`config.mk`:
```
export PLATFORM = sky130hd
export DESIGN_NAME = conv16_psum_accum
export DESIGN_NICKNAME = d
export VERILOG_FILES = /design/src/rtl/conv16_psum_accum_pkg.sv /design/src/rtl/conv16_acc_bank.sv /design/src/rtl/conv16_psum_accum.sv
export SDC_FILE = /design/constraint.sdc
export NUM_CORES = 1
export LEC_CHECK = 0
export ABC_AREA = 1
export BUFFER_PORTS_ARGS = -buffer_cell sky130_fd_sc_hd__clkbuf_2
export CAP_MARGIN = 20
export CORE_MARGIN = 5
export CORE_UTILIZATION = 35
export CTS_CLUSTER_SIZE = 20
export DETAILED_ROUTE_END_ITERATION = 8
export PLACE_DENSITY = 0.59
export SLEW_MARGIN = 20
export SYNTH_ARGS = -nofsm -noshare
export SYNTH_HDL_FRONTEND = slang
export SYNTH_HIERARCHICAL = 1
export SYNTH_SLANG_ARGS = --single-unit
```
`constraint.sdc`:
```
create_clock -name clk -period 7.75 [get_ports clk]
set_clock_uncertainty 0.1 [all_clocks]
set_input_delay 0.775 -clock clk [delete_from_list [all_inputs] [get_ports clk]]
set_output_delay 0.775 -clock clk [all_outputs]
set_load 0.02 [all_outputs]
```
`src/rtl/conv16_psum_accum_pkg.sv`:
```
// Shared types and helpers for the conv16 partial-sum accumulator.
// Bank and read-side state encodings plus the ReLU/saturation rule.
package conv16_psum_accum_pkg;

  localparam int unsigned conv16_width = 8;

  typedef enum logic [1:0] {
    FREE,
    FILL,
    FULL,
    DRAIN
  } bank_state_e;

  typedef enum logic [1:0] {
    R_IDLE,
    R_LOAD,
    R_OUT
  } rd_state_e;

  // Clamp a signed value into [0, 2^dw-1]; callers keep the low dw bits.
  function automatic logic [31:0] relu_sat(input logic signed [63:0] v,
                                           input int unsigned        dw);
    logic signed [63:0] maxv;
    maxv = (64'sd1 <<< dw) - 64'sd1;
    if (v < 64'sd0) begin
      relu_sat = '0;
    end else if (v > maxv) begin
      relu_sat = maxv[31:0];
    end else begin
      relu_sat = v[31:0];
    end
  endfunction

endpackage

```
`src/rtl/conv16_acc_bank.sv`:
```
// One accumulator bank: NOUT x ACCW signed register file with an
// init-or-add write port and an asynchronous read port.
module conv16_acc_bank
  import conv16_psum_accum_pkg::*;
#(
  parameter int unsigned NOUT = 8,
  parameter int unsigned ACCW = 20,
  parameter int unsigned IW   = (NOUT > 1) ? $clog2(NOUT) : 1
) (
  input  logic                   clk,
  input  logic                   rstn,
  input  logic                   clr,
  input  logic                   wr_en,
  input  logic                   wr_init,
  input  logic [IW-1:0]          wr_idx,
  input  logic signed [ACCW-1:0] wr_data,
  input  logic [IW-1:0]          rd_idx,
  output logic signed [ACCW-1:0] rd_data
);

  logic signed [ACCW-1:0] mem [NOUT];

  always_ff @(posedge clk or negedge rstn) begin
    if (!rstn) begin
      mem <= '{default: '0};
    end else if (clr) begin
      mem <= '{default: '0};
    end else if (wr_en) begin
      mem[wr_idx] <= wr_init ? wr_data : mem[wr_idx] + wr_data;
    end
  end

  assign rd_data = mem[rd_idx];

endmodule

```
`src/rtl/conv16_psum_accum.sv`:
```
// Ping-pong partial-sum accumulator: sums KROWS row streams per column,
// then drains bias-added, shifted, ReLU-saturated results with handshake.
module conv16_psum_accum
  import conv16_psum_accum_pkg::*;
#(
  parameter int unsigned DW    = conv16_width,
  parameter int unsigned NOUT  = 8,
  parameter int unsigned KROWS = 3,
  parameter int unsigned ACCW  = 2 * DW + 4,
  parameter int unsigned SHIFT = DW
) (
  input  logic            clk,
  input  logic            rstn,
  input  logic            clr,
  input  logic            in_valid,
  input  logic [2*DW-1:0] in_psum,
  input  logic [ACCW-1:0] bias,
  output logic            o_valid,
  input  logic            o_ready,
  output logic [DW-1:0]   o_data,
  output logic            o_last,
  output logic            o_ovf
);

  localparam int unsigned CW = (NOUT > 1) ? $clog2(NOUT) : 1;
  localparam int unsigned RW = (KROWS > 1) ? $clog2(KROWS) : 1;
  localparam logic [CW-1:0] COL_LAST = CW'(NOUT - 1);
  localparam logic [RW-1:0] ROW_LAST = RW'(KROWS - 1);

  logic [CW-1:0] col;
  logic [RW-1:0] row;
  logic          wr_bank;
  logic          rd_bank;
  bank_state_e   bank_st  [2];
  bank_state_e   bank_nxt [2];
  rd_state_e     rd_st;
  rd_state_e     rd_st_nxt;
  logic [CW-1:0] idx;
  logic [CW-1:0] rd_idx;

  logic signed [ACCW-1:0] bias_q;
  logic signed [ACCW-1:0] psum_ext;
  logic signed [ACCW-1:0] rd_data [2];
  logic signed [ACCW-1:0] sum_b;
  logic signed [ACCW-1:0] shifted;
  logic [DW-1:0]          res_dw;

  logic hs;
  logic beat_last;
  logic wr_ok;
  logic wr_go;
  logic free_evt;
  logic load_evt;
  logic load_bank;

  assign psum_ext  = {{(ACCW - 2 * DW){in_psum[2*DW-1]}}, in_psum};
  assign hs        = o_valid && o_ready;
  assign beat_last = (row == ROW_LAST) && (col == COL_LAST);

  // A bank being released on this edge may be refilled on the same edge.
  assign wr_ok = (bank_st[wr_bank] == FREE) || (bank_st[wr_bank] == FILL) ||
                 (free_evt && (rd_bank == wr_bank));
  assign wr_go = in_valid && wr_ok;

  // ---------------- write side ----------------
  always_ff @(posedge clk or negedge rstn) begin
    if (!rstn) begin
      col     <= '0;
      row     <= '0;
      wr_bank <= 1'b0;
      o_ovf   <= 1'b0;
    end else if (clr) begin
      col     <= '0;
      row     <= '0;
      wr_bank <= 1'b0;
      o_ovf   <= 1'b0;
    end else begin
      if (in_valid && !wr_ok) begin
        o_ovf <= 1'b1;
      end
      if (wr_go) begin
        if (col == COL_LAST) begin
          col <= '0;
          if (row == ROW_LAST) begin
            row     <= '0;
            wr_bank <= ~wr_bank;
          end else begin
            row <= row + 1'b1;
          end
        end else begin
          col <= col + 1'b1;
        end
      end
    end
  end

  for (genvar g = 0; g < 2; g++) begin : g_bank
    conv16_acc_bank #(
      .NOUT (NOUT),
      .ACCW (ACCW),
      .IW   (CW)
    ) u_bank (
      .clk     (clk),
      .rstn    (rstn),
      .clr     (clr),
      .wr_en   (wr_go && (wr_bank == 1'(g))),
      .wr_init (row == '0),
      .wr_idx  (col),
      .wr_data (psum_ext),
      .rd_idx  (rd_idx),
      .rd_data (rd_data[g])
    );
  end

  // Later updates take priority: a refill overrides a same-edge release.
  always_comb begin
    bank_nxt = bank_st;
    if (free_evt) begin
      bank_nxt[rd_bank] = FREE;
    end
    if (load_evt) begin
      bank_nxt[load_bank] = DRAIN;
    end
    if (wr_go) begin
      bank_nxt[wr_bank] = beat_last ? FULL : FILL;
    end
  end

  always_ff @(posedge clk or negedge rstn) begin
    if (!rstn) begin
      bank_st[0] <= FREE;
      bank_st[1] <= FREE;
    end else if (clr) begin
      bank_st[0] <= FREE;
      bank_st[1] <= FREE;
    end else begin
      bank_st <= bank_nxt;
    end
  end

  // ---------------- read FSM ----------------
  always_ff @(posedge clk or negedge rstn) begin
    if (!rstn) begin
      rd_st <= R_IDLE;
    end else if (clr) begin
      rd_st <= R_IDLE;
    end else begin
      rd_st <= rd_st_nxt;
    end
  end

  always_comb begin
    rd_st_nxt = rd_st;
    case (rd_st)
      R_IDLE: begin
        if (bank_st[rd_bank] == FULL) begin
          rd_st_nxt = R_LOAD;
        end
      end
      R_LOAD: rd_st_nxt = R_OUT;
      R_OUT: begin
        if (hs && (idx == COL_LAST)) begin
          rd_st_nxt = (bank_st[~rd_bank] == FULL) ? R_LOAD : R_IDLE;
        end
      end
      default: rd_st_nxt = R_IDLE;
    endcase
  end

  // The read address looks one column ahead so the next result is ready
  // in the output register as soon as the current one is accepted.
  always_comb begin
    free_evt  = (rd_st == R_OUT) && hs && (idx == COL_LAST);
    load_evt  = ((rd_st == R_IDLE) && (bank_st[rd_bank] == FULL)) ||
                (free_evt && (bank_st[~rd_bank] == FULL));
    load_bank = (rd_st == R_IDLE) ? rd_bank : ~rd_bank;
    rd_idx    = (rd_st == R_OUT) ? idx + 1'b1 : '0;
  end

  // ---------------- requant datapath + output register ----------------
  assign sum_b   = rd_data[rd_bank] + bias_q;
  assign shifted = sum_b >>> SHIFT;
  assign res_dw  = DW'(relu_sat({{(64 - ACCW){shifted[ACCW-1]}}, shifted}, DW));

  always_ff @(posedge clk or negedge rstn) begin
    if (!rstn) begin
      o_valid <= 1'b0;
      o_data  <= '0;
      o_last  <= 1'b0;
      idx     <= '0;
      rd_bank <= 1'b0;
      bias_q  <= '0;
    end else if (clr) begin
      o_valid <= 1'b0;
      o_data  <= '0;
      o_last  <= 1'b0;
      idx     <= '0;
      rd_bank <= 1'b0;
      bias_q  <= '0;
    end else begin
      if (load_evt) begin
        bias_q <= bias;
      end
      case (rd_st)
        R_LOAD: begin
          o_valid <= 1'b1;
          o_data  <= res_dw;
          o_last  <= (COL_LAST == '0);
          idx     <= '0;
        end
        R_OUT: begin
          if (hs) begin
            if (idx == COL_LAST) begin
              o_valid <= 1'b0;
              o_last  <= 1'b0;
              rd_bank <= ~rd_bank;
            end else begin
              idx    <= idx + 1'b1;
              o_data <= res_dw;
              o_last <= ((idx + 1'b1) == COL_LAST);
            end
          end
        end
        default: ;
      endcase
    end
  end

endmodule

```
* After elaboration in Yosys (flattened, before gate mapping)
Cells that the tools add are included.
** Storage, ports and cells
- Register bits after elaboration :: 367
- Bits in latches :: 0
- RAM bits :: 0
- Memory bits (read-only) :: 0
- Input bits :: 41
- Memories kept :: 0
** Cells by class
- $add $sub $neg :: 6
- Multiply operators :: 0
- Div/mod/pow operators :: 0
- Magnitude comparators :: 12
- Eq/ne operators :: 15
- Shift operators :: 0
- Mux-type cells :: 90
- Bitwise gates (word level) :: 11
- Reductions and logical operators :: 41
** Operator list (number)
- $mux W160 :: 4
- $bwmux W160 :: 2
- $mux W20 :: 16
- $bmux W20 S3 :: 4
- $demux W20 S3 :: 1
- $add A20 B16 Y20 :: 2
- $mux W2 :: 20
- $mux W8 :: 5
- $mux W3 :: 7
- $add A20 B20 Y20 :: 1
- $reduce_bool A2 Y1 :: 10
- $mux W1 :: 18
- $logic_and A1 B1 Y1 :: 16
- $mux W4 :: 4
- $pmux W8 S2 :: 1
- $gt A12 B9 Y1 const B :: 1
- $lt A12 B1 Y1 const B :: 1
- $reduce_and A3 Y1 :: 4
- $eq A3 B3 Y1 const B :: 3
- $ne A3 B3 Y1 const B :: 3
- $eq A2 B2 Y1 const B :: 4
- $ge A2 B2 Y1 const B :: 4
- $ge A4 B4 Y1 const B :: 2
- $not A1 Y2 :: 4
- other kinds (22) :: 38

* Logic depth before layout (Yosys ltp)
- Depth in word-level cells :: 17
- Depth in mapped cells :: 32

* By module
The synthesis kept the hierarchy.
** Modules (own cells, without submodules)
- conv16_acc_bank (g_bank[0].u_bank) :: times used 1, cells an instance 1345, area each 9920.8 sq um, sequential area each 4003.8 sq um
- conv16_acc_bank (g_bank[1].u_bank) :: times used 1, cells an instance 1321, area each 9918.3 sq um, sequential area each 4003.8 sq um
- conv16_psum_accum :: times used 1, cells an instance 524, area each 3572.2 sq um, sequential area each 1176.1 sq um

* Least setup slack after synthesis
No wires, ideal clock.
- Path kind :: register to register
- Start point :: register idx[0]
- End point :: register o_data[0]
- Arrival :: 3444 ps
- Path slack :: 4141 ps
- Cell stages (with the launch flop) :: 23
- Path buffers :: 1
- Clock period less this slack :: 3609 ps
- Path through :: dfrtp_1 ha_1 ha_1 inv_1 nor2_1 clkinv_1 clkbuf_1 a221oi_1 a31oi_1 nand2_1 nand2_1 ha_1 nand2_1 nor2_1 inv_1 nor3_1 nand3_1 nand3_2 xnor2_2 nand2_2 nor2_4 nand2_1 nand2_1
** RTL lines
- from (decl) :: line conv16_psum_accum.sv:38 : logic [CW-1:0] idx;
- from (signal assigned) :: line conv16_psum_accum.sv:218 : idx <= idx + 1'b1;
- to (signal assigned) :: line conv16_psum_accum.sv:207 : o_data <= res_dw;
- to (signal assigned) :: line conv16_psum_accum.sv:219 : o_data <= res_dw;
- to (decl) :: line conv16_psum_accum.sv:20 : output logic [DW-1:0] o_data,

==> metrics <==
status complete, no violations; fillers 7039; die height 269 um; yosys warns 6; r2r endpoint o_data[4]$_DFFE_PN0P_; CTS tree built; CTS Root Cell clkbuf_16; global route overflow 0; Via density 5.71; Die Wd 269 um; share of layout cells above drive strength 1 0.0987; H-tree depth 2; Post-synth EDFFs 0; starting density of the core 0.354; Iteration-0 DRC Markers 3013; f_max 187 MHz; routed len/inst 22.1 um; hold_buf cts 0; first-pass GRT wire length 135 mm; core box area 0.0661 mm2; fin. max-slew vios 0; Max Cap Violations 0; Slew Limit Headroom 0.250; Placed Instance Area 0.0242 mm2; Syn Area/Cell 7.34 um2; Max FO, Critical Path 105; critical path class register to register; P&R area growth vs syn 9.38%; reg2reg setup slack 2.40 ns; CP startpoint kind register; Setup TNS Final 0 ns; Max VDD drop 0.132 mV; PortBufs 51; period utilization 0.690; CTS Sinks 367; largest net degree at the start of global routing 161; setup bufs post-CTS 0; DRC violations left 0; crit path DAT 5.75 ns; FFs w/ async S/R, synth 1.00; Die ar. 0.0722 mm2; Clock Tree Buf Depth 3; min-delay worst type primary input to asynchronous set/reset pin; routed wire length 89.4 mm; Detailed Place HPWL 59.8 mm; post-route ant nets 0; commonest cells after routing, fill and taps aside nand2_1, dfrtp_1, inv_1, nand3_1, o21ai_0; CP Data Required Time 8.16 ns; io pins 52; post-route cell area 0.0256 mm2; #FFs+latches synth 367; ys flop type dfrtp_1; syn nets 3294; initial antenna violation count 5; FF-to-FF path depth 20; FP Rows 94; Tmin final 5.35 ns; post-CTS resize count 0; Nets 3255; Total GRT Usage 0.242; Final Hold Viols 0; WHS 0.169 ns; First-pass DRT Iterations 6; total number of vias 23100; Worst-Skew Late Latency 0.58 ns; RSZ-0062 raised after global routing false; CP endpoint kind register; final setup fails 0; CTS Buf Count 43; Gate Count Post-Synth 3190; mapped cell area 0.0234 mm2; Netlist cell types 57; Lkg Pwr 12.2 nW; number of global-route vias before repair 21800; commonest non-fill, non-tap cell in the layout nand2_1; global placer's final weighted congestion 0.915; pwr/cell area 208 mW/mm2; Slew @ Worst Pin 1.12 ns; register area share after synthesis 0.392; Final Power 5.32 mW; Worst R2R Start rd_st[0]$_DFFE_PN0P_; Worst-path clk slew 0.06 ns
-- cells in the mapped netlist (6+ instances only) --
cell / instances / area (um2)
nand2_1: 872 / 3270
dfrtp_1: 367 / 9180
inv_1: 315 / 1180
nand3_1: 271 / 1360
o21ai_0: 260 / 1300
a21oi_1: 190 / 951
nor2_1: 139 / 522
o22ai_1: 125 / 782
a221oi_1: 62 / 543
ha_1: 61 / 763
clkbuf_1: 59 / 221
buf_2: 45 / 225
a31oi_1: 40 / 250
o21ai_1: 34 / 170
inv_2: 32 / 120
nand2_2: 29 / 181
buf_1: 26 / 97.6
nand3_2: 24 / 240
a22oi_1: 22 / 165
or2_2: 21 / 131
nand4_1: 18 / 113
nor2_2: 18 / 113
buf_4: 16 / 120
o21bai_1: 14 / 105
buf_6: 13 / 146
o2111ai_1: 13 / 114
nor2_4: 10 / 113
nand3_4: 8 / 140
o21ai_2: 8 / 70.1
xor2_1: 8 / 70.1
a21o_1: 6 / 45.0
nor3_1: 6 / 30.0
-- sequential cells by signal (all words and copies together), names as in the netlist --
register,count
col,3
o_data,8
o_valid,1
row,2
wr_bank,1
rd_st,2
o_last,1
o_ovf,1
bias_q,20
idx,3
rd_bank,1
g_bank.u_bank/mem,320
bank_st,4
-- layout make-up --
type                       instances  area [um2]  share of cell area
multi-input combinational       2309       12100               0.472
sequential                       367        9180               0.359
inverter                         353        1340              0.0522
clock buffer                      65        1220              0.0476
tap                              864        1080              0.0422
timing repair buffer              77         498              0.0194
clock inverter                    10         204             0.00796
antenna                            1        2.50           0.0000977
-- where the power goes --
group,total [mW],switching (mW),internal (mW)
Sequential,2.01,0.0435,1.97
Combinational,1.19,0.890,0.302
Clock,2.11,0.833,1.28
Total,5.32,1.77,3.55
-- worst max-delay path by stage --
| stage | to | startpoint |
|---|---|---|
| 3_3_place_gp | o_data[3]$_DFFE_PN0P_ | rd_st[0]$_DFFE_PN0P_ |
| 5_1_grt | o_data[4]$_DFFE_PN0P_ | rd_st[0]$_DFFE_PN0P_ |
| 6_report | o_data[4]$_DFFE_PN0P_ | rd_st[0]$_DFFE_PN0P_ |
| 4_1_cts | o_data[4]$_DFFE_PN0P_ | rd_st[0]$_DFFE_PN0P_ |
| 2_1_floorplan | o_data[0]$_DFFE_PN0P_ | idx[0]$_DFFE_PN0P_ |
| 3_5_place_dp | o_data[4]$_DFFE_PN0P_ | rd_st[0]$_DFFE_PN0P_ |
-- layer usage --
layer / track usage / share of wire / up-vias
met2: 0.389 / 0.45 / 1178
met5: 0 / 0 / -
met4: 0.0906 / 0.042 / 0
met1: 0.321 / 0.40 / 11000
li1: - / - / 10700
met3: 0.0548 / 0.10 / 249
-- cells by family (layout without fill, tap and decap cells) --
family          count (synthesis)  after routing  synth area share
fa+ha+maj                      63             63            0.0343
mux                             4              4           0.00171
compound gates                792            792             0.200
flops                         367            367             0.392
other cells                     0              1                 0
simple gates                 1436           1436             0.273
buf+inv                       514            505            0.0925
xor+xnor                       14             14           0.00556
-- metrics by stage --
stage / worst slack, ns / utilization / std cells
after floorplan: 4.14 / - / 3190
after global placement: 2.93 / 0.366 / 3970
after detailed placement: 2.89 / 0.366 / 3970
after CTS: 2.86 / 0.387 / 4045
after global routing: 1.97 / 0.387 / 4046
final: 2.40 / 0.387 / 4046
-- critical path, cell delays in order (launching register included) --
cell	delay, ns
dfrtp_1	0.43
nor2_4	0.17
inv_1	0.15
nor2_4	0.33
buf_12	0.46
clkinv_2	0.89
o21ai_0	0.46
a21oi_1	0.13
a31oi_1	0.30
nand2_1	0.11
nand2_1	0.08
ha_1	0.29
a21oi_1	0.25
o21bai_1	0.13
a21oi_2	0.16
nand3_2	0.12
xnor2_2	0.23
nand2_2	0.10
nor2_4	0.20
nand2_1	0.09
nand2_1	0.05
Power figures use the tool's default switching activity.
